===== src/rtl/pipe_hazard_ctrl_if.sv =====
`default_nettype none
// ============================================================================
// Module : pipe_hazard_ctrl_if
// Brief  : Pipeline-observation and stall/flush control bundle for the
//          hazard controller.
// Rev    : 1.0  initial release
// ============================================================================
interface pipe_hazard_ctrl_if;
    logic [4:0]  id_rs1;
    logic [4:0]  id_rs2;
    logic        id_use_rs1;
    logic        id_use_rs2;
    logic [4:0]  ex_rd_addr;
    logic        ex_rd_we;
    logic [2:0]  ex_mem_flag;
    logic        ex_branch_taken;
    logic [2:0]  mem_mem_flag;
    logic        mem_ack;

    logic        mem_req;
    logic        stall_if;
    logic        stall_id;
    logic        stall_ex;
    logic        hold_ex_mem;
    logic        bubble_ex;
    logic        flush_id;
    logic        mem_err;
    logic [1:0]  state;
    logic [15:0] stall_cycles;

    // Pipeline side: reports stage contents, receives control enables
    modport master (
        output id_rs1, id_rs2, id_use_rs1, id_use_rs2,
        output ex_rd_addr, ex_rd_we, ex_mem_flag, ex_branch_taken,
        output mem_mem_flag, mem_ack,
        input  mem_req, stall_if, stall_id, stall_ex, hold_ex_mem,
        input  bubble_ex, flush_id, mem_err, state, stall_cycles
    );

    // Controller side
    modport slave (
        input  id_rs1, id_rs2, id_use_rs1, id_use_rs2,
        input  ex_rd_addr, ex_rd_we, ex_mem_flag, ex_branch_taken,
        input  mem_mem_flag, mem_ack,
        output mem_req, stall_if, stall_id, stall_ex, hold_ex_mem,
        output bubble_ex, flush_id, mem_err, state, stall_cycles
    );
endinterface
`default_nettype wire


===== src/rtl/pipe_hazard_ctrl.sv =====
`default_nettype none
// ============================================================================
// Module : pipe_hazard_ctrl
// Brief  : Stall/flush controller for a 5-stage pipeline: load-use hazards,
//          taken branches and multi-cycle data-memory accesses with timeout.
// Rev    : 1.0  initial release
// ============================================================================
module pipe_hazard_ctrl #(
    parameter logic [2:0] LD_FLAG     = 3'b001,
    parameter logic [2:0] ST_FLAG     = 3'b010,
    parameter int         MEM_TIMEOUT = 15,
    parameter int         CNT_W       = 4
) (
    input  wire               clk,
    input  wire               reset_n,
    pipe_hazard_ctrl_if.slave bus
);

    typedef enum logic [1:0] {
        S_RUN   = 2'b00,
        S_LDUSE = 2'b01,
        S_MWAIT = 2'b10,
        S_ERR   = 2'b11
    } state_t;

    localparam logic [CNT_W-1:0] C_TIMEOUT = CNT_W'(MEM_TIMEOUT);
    localparam logic [CNT_W-1:0] C_ONE     = CNT_W'(1);

    state_t           r_state;
    state_t           w_state_nxt;
    logic [CNT_W-1:0] r_wait_cnt;
    logic [CNT_W-1:0] w_wait_nxt;
    logic [15:0]      r_stall_cnt;

    logic w_mem_access;
    logic w_mem_req;
    logic w_ack;
    logic w_freeze;
    logic w_raw_haz;
    logic w_ldhaz;
    logic w_stall_if;
    logic w_stall_id;
    logic w_stall_ex;
    logic w_hold_ex_mem;
    logic w_bubble_ex;
    logic w_flush_id;

    assign w_mem_access = (bus.mem_mem_flag == LD_FLAG) || (bus.mem_mem_flag == ST_FLAG);
    // Gating with reset_n keeps every enable low while reset is held
    assign w_mem_req    = reset_n && w_mem_access && (r_state != S_ERR);
    assign w_ack        = bus.mem_ack && w_mem_access;
    assign w_freeze     = w_mem_req && !bus.mem_ack;

    assign w_raw_haz = (bus.ex_mem_flag == LD_FLAG) && bus.ex_rd_we && (bus.ex_rd_addr != 5'd0) &&
                       ((bus.id_use_rs1 && (bus.id_rs1 == bus.ex_rd_addr)) ||
                        (bus.id_use_rs2 && (bus.id_rs2 == bus.ex_rd_addr)));
    assign w_ldhaz   = (r_state == S_RUN) && w_raw_haz;

    // Output decode, priority ERR > freeze > branch > load-use
    always_comb begin
        w_stall_if    = 1'b0;
        w_stall_id    = 1'b0;
        w_stall_ex    = 1'b0;
        w_hold_ex_mem = 1'b0;
        w_bubble_ex   = 1'b0;
        w_flush_id    = 1'b0;
        if (reset_n) begin
            if ((r_state == S_ERR) || w_freeze) begin
                w_stall_if    = 1'b1;
                w_stall_id    = 1'b1;
                w_stall_ex    = 1'b1;
                w_hold_ex_mem = 1'b1;
            end else if (bus.ex_branch_taken) begin
                w_flush_id  = 1'b1;
                w_bubble_ex = 1'b1;
            end else if (w_ldhaz) begin
                w_stall_if  = 1'b1;
                w_stall_id  = 1'b1;
                w_bubble_ex = 1'b1;
            end
        end
    end

    // A load-use hazard hidden behind a taken branch is dropped: the flush
    // already removes the dependent instruction, so LDUSE is not entered.
    always_comb begin
        w_state_nxt = r_state;
        w_wait_nxt  = r_wait_cnt;
        case (r_state)
            S_RUN: begin
                if (w_freeze) begin
                    w_state_nxt = S_MWAIT;
                    w_wait_nxt  = C_ONE;
                end else if (w_ldhaz && !bus.ex_branch_taken) begin
                    w_state_nxt = S_LDUSE;
                end
            end
            S_LDUSE: begin
                if (w_freeze) begin
                    w_state_nxt = S_MWAIT;
                    w_wait_nxt  = C_ONE;
                end else begin
                    w_state_nxt = S_RUN;
                end
            end
            S_MWAIT: begin
                if (w_ack) begin
                    w_state_nxt = S_RUN;
                    w_wait_nxt  = '0;
                end else if (r_wait_cnt == C_TIMEOUT) begin
                    w_state_nxt = S_ERR;
                end else begin
                    w_wait_nxt = r_wait_cnt + C_ONE;
                end
            end
            default: begin
                w_state_nxt = S_ERR;
            end
        endcase
    end

    always_ff @(posedge clk or negedge reset_n) begin
        if (!reset_n) begin
            r_state     <= S_RUN;
            r_wait_cnt  <= '0;
            r_stall_cnt <= 16'd0;
        end else begin
            r_state    <= w_state_nxt;
            r_wait_cnt <= w_wait_nxt;
            if (w_stall_if && (r_stall_cnt != 16'hFFFF)) begin
                r_stall_cnt <= r_stall_cnt + 16'd1;
            end
        end
    end

    assign bus.mem_req      = w_mem_req;
    assign bus.stall_if     = w_stall_if;
    assign bus.stall_id     = w_stall_id;
    assign bus.stall_ex     = w_stall_ex;
    assign bus.hold_ex_mem  = w_hold_ex_mem;
    assign bus.bubble_ex    = w_bubble_ex;
    assign bus.flush_id     = w_flush_id;
    assign bus.mem_err      = (r_state == S_ERR);
    assign bus.state        = r_state;
    assign bus.stall_cycles = r_stall_cnt;

endmodule
`default_nettype wire


===== src/flat_wrapper.sv =====
// flat-port wrapper written by rule: the top's interface ports become plain ports
module pipe_hazard_ctrl_flat 
#(
    parameter logic [2:0] LD_FLAG     = 3'b001,
    parameter logic [2:0] ST_FLAG     = 3'b010,
    parameter int         MEM_TIMEOUT = 15,
    parameter int         CNT_W       = 4
)
  (clk, reset_n, bus_id_rs1, bus_id_rs2, bus_id_use_rs1, bus_id_use_rs2, bus_ex_rd_addr, bus_ex_rd_we, bus_ex_mem_flag, bus_ex_branch_taken, bus_mem_mem_flag, bus_mem_ack, bus_mem_req, bus_stall_if, bus_stall_id, bus_stall_ex, bus_hold_ex_mem, bus_bubble_ex, bus_flush_id, bus_mem_err, bus_state, bus_stall_cycles);
  pipe_hazard_ctrl_if bus_i ();
  input  wire clk;
  input  wire reset_n;
  input wire logic [$bits(bus_i.id_rs1)-1:0] bus_id_rs1;
  input wire logic [$bits(bus_i.id_rs2)-1:0] bus_id_rs2;
  input wire logic [$bits(bus_i.id_use_rs1)-1:0] bus_id_use_rs1;
  input wire logic [$bits(bus_i.id_use_rs2)-1:0] bus_id_use_rs2;
  input wire logic [$bits(bus_i.ex_rd_addr)-1:0] bus_ex_rd_addr;
  input wire logic [$bits(bus_i.ex_rd_we)-1:0] bus_ex_rd_we;
  input wire logic [$bits(bus_i.ex_mem_flag)-1:0] bus_ex_mem_flag;
  input wire logic [$bits(bus_i.ex_branch_taken)-1:0] bus_ex_branch_taken;
  input wire logic [$bits(bus_i.mem_mem_flag)-1:0] bus_mem_mem_flag;
  input wire logic [$bits(bus_i.mem_ack)-1:0] bus_mem_ack;
  output wire logic [$bits(bus_i.mem_req)-1:0] bus_mem_req;
  output wire logic [$bits(bus_i.stall_if)-1:0] bus_stall_if;
  output wire logic [$bits(bus_i.stall_id)-1:0] bus_stall_id;
  output wire logic [$bits(bus_i.stall_ex)-1:0] bus_stall_ex;
  output wire logic [$bits(bus_i.hold_ex_mem)-1:0] bus_hold_ex_mem;
  output wire logic [$bits(bus_i.bubble_ex)-1:0] bus_bubble_ex;
  output wire logic [$bits(bus_i.flush_id)-1:0] bus_flush_id;
  output wire logic [$bits(bus_i.mem_err)-1:0] bus_mem_err;
  output wire logic [$bits(bus_i.state)-1:0] bus_state;
  output wire logic [$bits(bus_i.stall_cycles)-1:0] bus_stall_cycles;
  assign bus_i.id_rs1 = bus_id_rs1;
  assign bus_i.id_rs2 = bus_id_rs2;
  assign bus_i.id_use_rs1 = bus_id_use_rs1;
  assign bus_i.id_use_rs2 = bus_id_use_rs2;
  assign bus_i.ex_rd_addr = bus_ex_rd_addr;
  assign bus_i.ex_rd_we = bus_ex_rd_we;
  assign bus_i.ex_mem_flag = bus_ex_mem_flag;
  assign bus_i.ex_branch_taken = bus_ex_branch_taken;
  assign bus_i.mem_mem_flag = bus_mem_mem_flag;
  assign bus_i.mem_ack = bus_mem_ack;
  assign bus_mem_req = bus_i.mem_req;
  assign bus_stall_if = bus_i.stall_if;
  assign bus_stall_id = bus_i.stall_id;
  assign bus_stall_ex = bus_i.stall_ex;
  assign bus_hold_ex_mem = bus_i.hold_ex_mem;
  assign bus_bubble_ex = bus_i.bubble_ex;
  assign bus_flush_id = bus_i.flush_id;
  assign bus_mem_err = bus_i.mem_err;
  assign bus_state = bus_i.state;
  assign bus_stall_cycles = bus_i.stall_cycles;
  pipe_hazard_ctrl #(.LD_FLAG(LD_FLAG), .ST_FLAG(ST_FLAG), .MEM_TIMEOUT(MEM_TIMEOUT), .CNT_W(CNT_W)) u_core (.clk(clk), .reset_n(reset_n), .bus(bus_i));
endmodule

===== config.mk =====
export PLATFORM = sky130hd
export DESIGN_NAME = pipe_hazard_ctrl_flat
export DESIGN_NICKNAME = d
export VERILOG_FILES = /design/src/rtl/pipe_hazard_ctrl_if.sv /design/src/rtl/pipe_hazard_ctrl.sv /design/src/flat_wrapper.sv
export SDC_FILE = /design/constraint.sdc
export NUM_CORES = 1
export LEC_CHECK = 0
export ABC_AREA = 1
export CORE_MARGIN = 2
export CORE_UTILIZATION = 50
export CTS_BUF_LIST = sky130_fd_sc_hd__clkbuf_4
export DETAILED_ROUTE_END_ITERATION = 7
export HOLD_SLACK_MARGIN = 0.12
export PLACE_DENSITY = 0.86
export SLEW_MARGIN = 40
export SYNTH_ARGS = -nofsm -noshare
export SYNTH_HDL_FRONTEND = slang
export SYNTH_SLANG_ARGS = --single-unit

===== constraint.sdc =====
create_clock -name clk -period 4 [get_ports clk]
set_input_delay 0.8 -clock clk [delete_from_list [all_inputs] [get_ports clk]]
set_output_delay 0.8 -clock clk [all_outputs]
set_load 0.005 [all_outputs]

==> run summary <==
========================================================================================
Run status                                                                     completed
Mapped Nets                                                                          292
Highest net fanout along the worst path                                               26
Worst endpoint data arrival time                                                 2710 ps
R2r setup slk                                                                    2070 ps
Least-Margin Pin Slew                                                             300 ps
Share of the clock period used by the worst path                                   87.9%
Number of max-cap violations                                                           0
Clock tree from TritonCTS                                                          built
Number of enable flip-flop cells after synthesis                                       0
Detailed-routed wire length on met2                                              1830 um
Slowest stage cell, crit path                                               sky130_fd_sc_hd__clkdlybuf4s50_1
Placed inst area                                                            0.00222 mm^2
Layout overhead on the synthesized area                                            35.3%
Clock-pin slew on the worst setup and hold paths                                  110 ps
Number of cells after detailed placement                                             356
Synthesized area                                                            0.00166 mm^2
Total number of cells along the worst setup path                                      10
Fill count                                                                           290
Worst hold path depth                                                                  2
Worst hold start                                                            u_core.bus.stall_cycles[14]
Leading register cell type out of synthesis                                 sky130_fd_sc_hd__dfrtp_1
Final setup violation count                                                            0
Worst rel slew slack                                                               80.0%
Synthesized instance count                                                           262
Fin crit period                                                                  3510 ps
Cell variety after synth                                                              24
Crit path cell chain                                                        clkdlybuf4s50_1 -> inv_2 -> nand2_1 -> nand2_1 -> nor2_1 -> nand3_1 -> nand2_1 -> nand4_1 -> nand2_4 -> clkdlybuf4s50_1
Power density of the placed cells                                            337 mW/mm^2
Worst hold endpoint                                                         u_core.bus.stall_cycles[14]
Max VDD drop                                                                  0.000291 V
Clock latency reported for the late side of the worst-skew pair                   300 ps
Asr flop ratio synth                                                                100%
Number of hold-repair buffers added at the cts stage                                   0
Drt drc                                                                                0
Placement row count                                                                   20
Yosys reg bits                                                                        22
Maximum clock skew at final layout                                               4.53 ps
Footprint of the flip-flops and latches                                         551 um^2
Vertical die dimension                                                           61.6 um
Iteration-0 DRC count of the detailed router                                          88
Count of inserted antenna diode cells                                                  0
Antenna violations before repair                                                       0
Post CTS Setup Buffer Count                                                            0
Length of the first detailed-routing pass in iterations                                4
Total count of hold-check failures in the final report                                 0
Routed via count divided by cell count                                              4.83
Via count of the first global-routing pass                                          1721
Count of instances resized after the clock tree is built                               0
Initial Utilization                                                                53.4%
Critical setup path kind                                                          in2out
Number of clock sinks                                                                 22
Layout net count                                                                     347
Class of the tightest hold or removal check                                      reg2reg
Highest clock frequency the design can meet                                    0.285 GHz
Post-Layout Cell Count                                                               360
Placer's final routability congestion estimate                                     0.811
Required arrival time at the worst endpoint                                      3200 ps
Wire per inst                                                                    10.5 um
Clk root buf                                                                sky130_fd_sc_hd__clkbuf_4
Setup crit start kind                                                         input port
Number of input and output port buffers inserted                                      53
Total half-perimeter wirelength after legalization and detailed placement        3090 um
Largest cells by area after synthesis                                       sky130_fd_sc_hd__dfrtp_1 33%, sky130_fd_sc_hd__nand2_1 23%, sky130_fd_sc_hd__nand3_1 8.8%
Count of nets left with antenna violations after detail routing                        0
Wire length of the first global-routing pass                                     6800 um
Total wirelength of the detailed-routed design                                   3800 um
Register-to-Register Path Depth                                                       10
Critical Path Sink Type                                                     primary output
Die W                                                                            61.6 um
Beginning of the worst register-to-register path                            u_core.bus.state[0]
Part of the Yosys area used for sequential elements                                33.2%
Cell with the most instances on the worst path                              sky130_fd_sc_hd__nand2_1
Routed metal-1 wire length                                                       1670 um
GR Util All Layers                                                                 23.5%
Top delay family on crit path                                               buffers and inverters
Vias                                                                                1740
Fraction of post-synthesis cell area in the top cell type by area                  33.2%
Final global-route overflow total                                                      0
Capturing point of the worst reg2reg path                                   u_core.bus.stall_cycles[0]
H-tree levels                                                                          1
Die area                                                                    0.00379 mm^2
CP max stage delay                                                                560 ps
IO Pins                                                                               54
Worst hold-check slack                                                            559 ps
End-of-flow core utilization                                                       72.3%
Ratio of cells with drive above 1 in the final layout                              6.96%
Top routing layer in use                                                            met4
Final count of pins violating max slew                                                 0
Cell type with the highest aggregate area in the netlist                    sky130_fd_sc_hd__dfrtp_1
Clock buffer count from CTS                                                            3
CTS max path bufs                                                                      2
Commonest cells in the netlist                                              101 x sky130_fd_sc_hd__nand2_1, 35 x sky130_fd_sc_hd__inv_1, 29 x sky130_fd_sc_hd__nand3_1
Largest net degree at the start of global routing                                     27
RSZ-0062 raised after global routing                                                  no
Area of the core                                                            0.00310 mm^2
Post-synthesis area per instance                                               6.32 um^2
Count of warnings emitted by yosys                                                     0
P_leak                                                                           1.18 nW
Multi-input gate area                                                           922 um^2
Final total negative setup slack                                                    0 ps
Post-route cell area                                                        0.00224 mm^2
CP bufs+invs                                                                           3
Most numerous cell in the Yosys netlist                                     sky130_fd_sc_hd__nand2_1
Met3 routed WL                                                                    195 um
========================================================================================
sequential cells by signal, summed over array words and instances, names as in the netlist:
| register | count |
|---|---|
| u_core.bus.stall_cycles | 16 |
| u_core.r_wait_cnt | 4 |
| u_core.bus.state | 2 |
area by class of cell:
type	instances	area share [%]
Clock buffer	3	1.00
Clock inverter	1	0.167
Inverter	40	6.70
Multi-Input combinational cell	196	41.1
Sequential cell	22	24.6
Tap cell	44	2.46
Timing Repair Buffer	54	24.0
layout by cell type (no fill, tap or decap), drive strengths merged:
| cell type | instances |
|---|---|
| a21oi | 1 |
| a22oi | 1 |
| buf | 1 |
| clkbuf | 3 |
| clkdlybuf4s50 | 53 |
| clkinv | 1 |
| dfrtp | 22 |
| ha | 2 |
| inv | 40 |
| nand2 | 105 |
| nand3 | 30 |
| nand4 | 4 |
| nor2 | 32 |
| nor3 | 6 |
| o21ai | 7 |
| or2 | 1 |
| xnor2 | 1 |
| xor2 | 6 |
power breakdown:
| group | leakage [nW] | switching, mW | internal (mW) |
|---|---|---|---|
| sequential | 0.295 | 0.0469 | 0.265 |
| combinational | 0.865 | 0.174 | 0.169 |
| clock | 0.0154 | 0.0644 | 0.0364 |
worst min-delay path, stage by stage (launching register included):
cell and delay (ps):
sky130_fd_sc_hd__dfrtp_1 420, sky130_fd_sc_hd__nand2_1 70, sky130_fd_sc_hd__nand2_1 40
cells by family after synthesis:
logic type	Yosys count	share of synthesized area, %
fa+ha+maj	2	1.51
compound gates	9	2.87
simple gates	178	47.6
xor+xnor	7	3.70
buf+inv	44	11.1
flops	22	33.2
stage by stage:
step	power, mW	setup WS [ps]
after floorplan	0.503	1490
final	0.756	485
after global placement	0.653	499
after detailed placement	0.663	469
after CTS	0.762	465
after global routing	0.829	290
layer usage:
layer	up-vias	track usage [%]
met5	-	0
met2	33	40.8
li1	922	-
met3	11	6.30
met4	0	8.21
met1	774	27.9
worst max-delay path by stage:
stage	startpoint	end	slack [ps]
2_1_floorplan	bus_mem_mem_flag[1]	bus_stall_if	1490
3_3_place_gp	bus_ex_rd_addr[1]	bus_stall_id	500
3_5_place_dp	bus_ex_rd_addr[1]	bus_stall_if	470
4_1_cts	bus_ex_rd_addr[1]	bus_stall_if	470
5_1_grt	bus_ex_rd_addr[1]	bus_stall_id	290
6_report	bus_ex_rd_addr[1]	bus_stall_if	490
No activity file was read; power rests on OpenSTA's default activity.
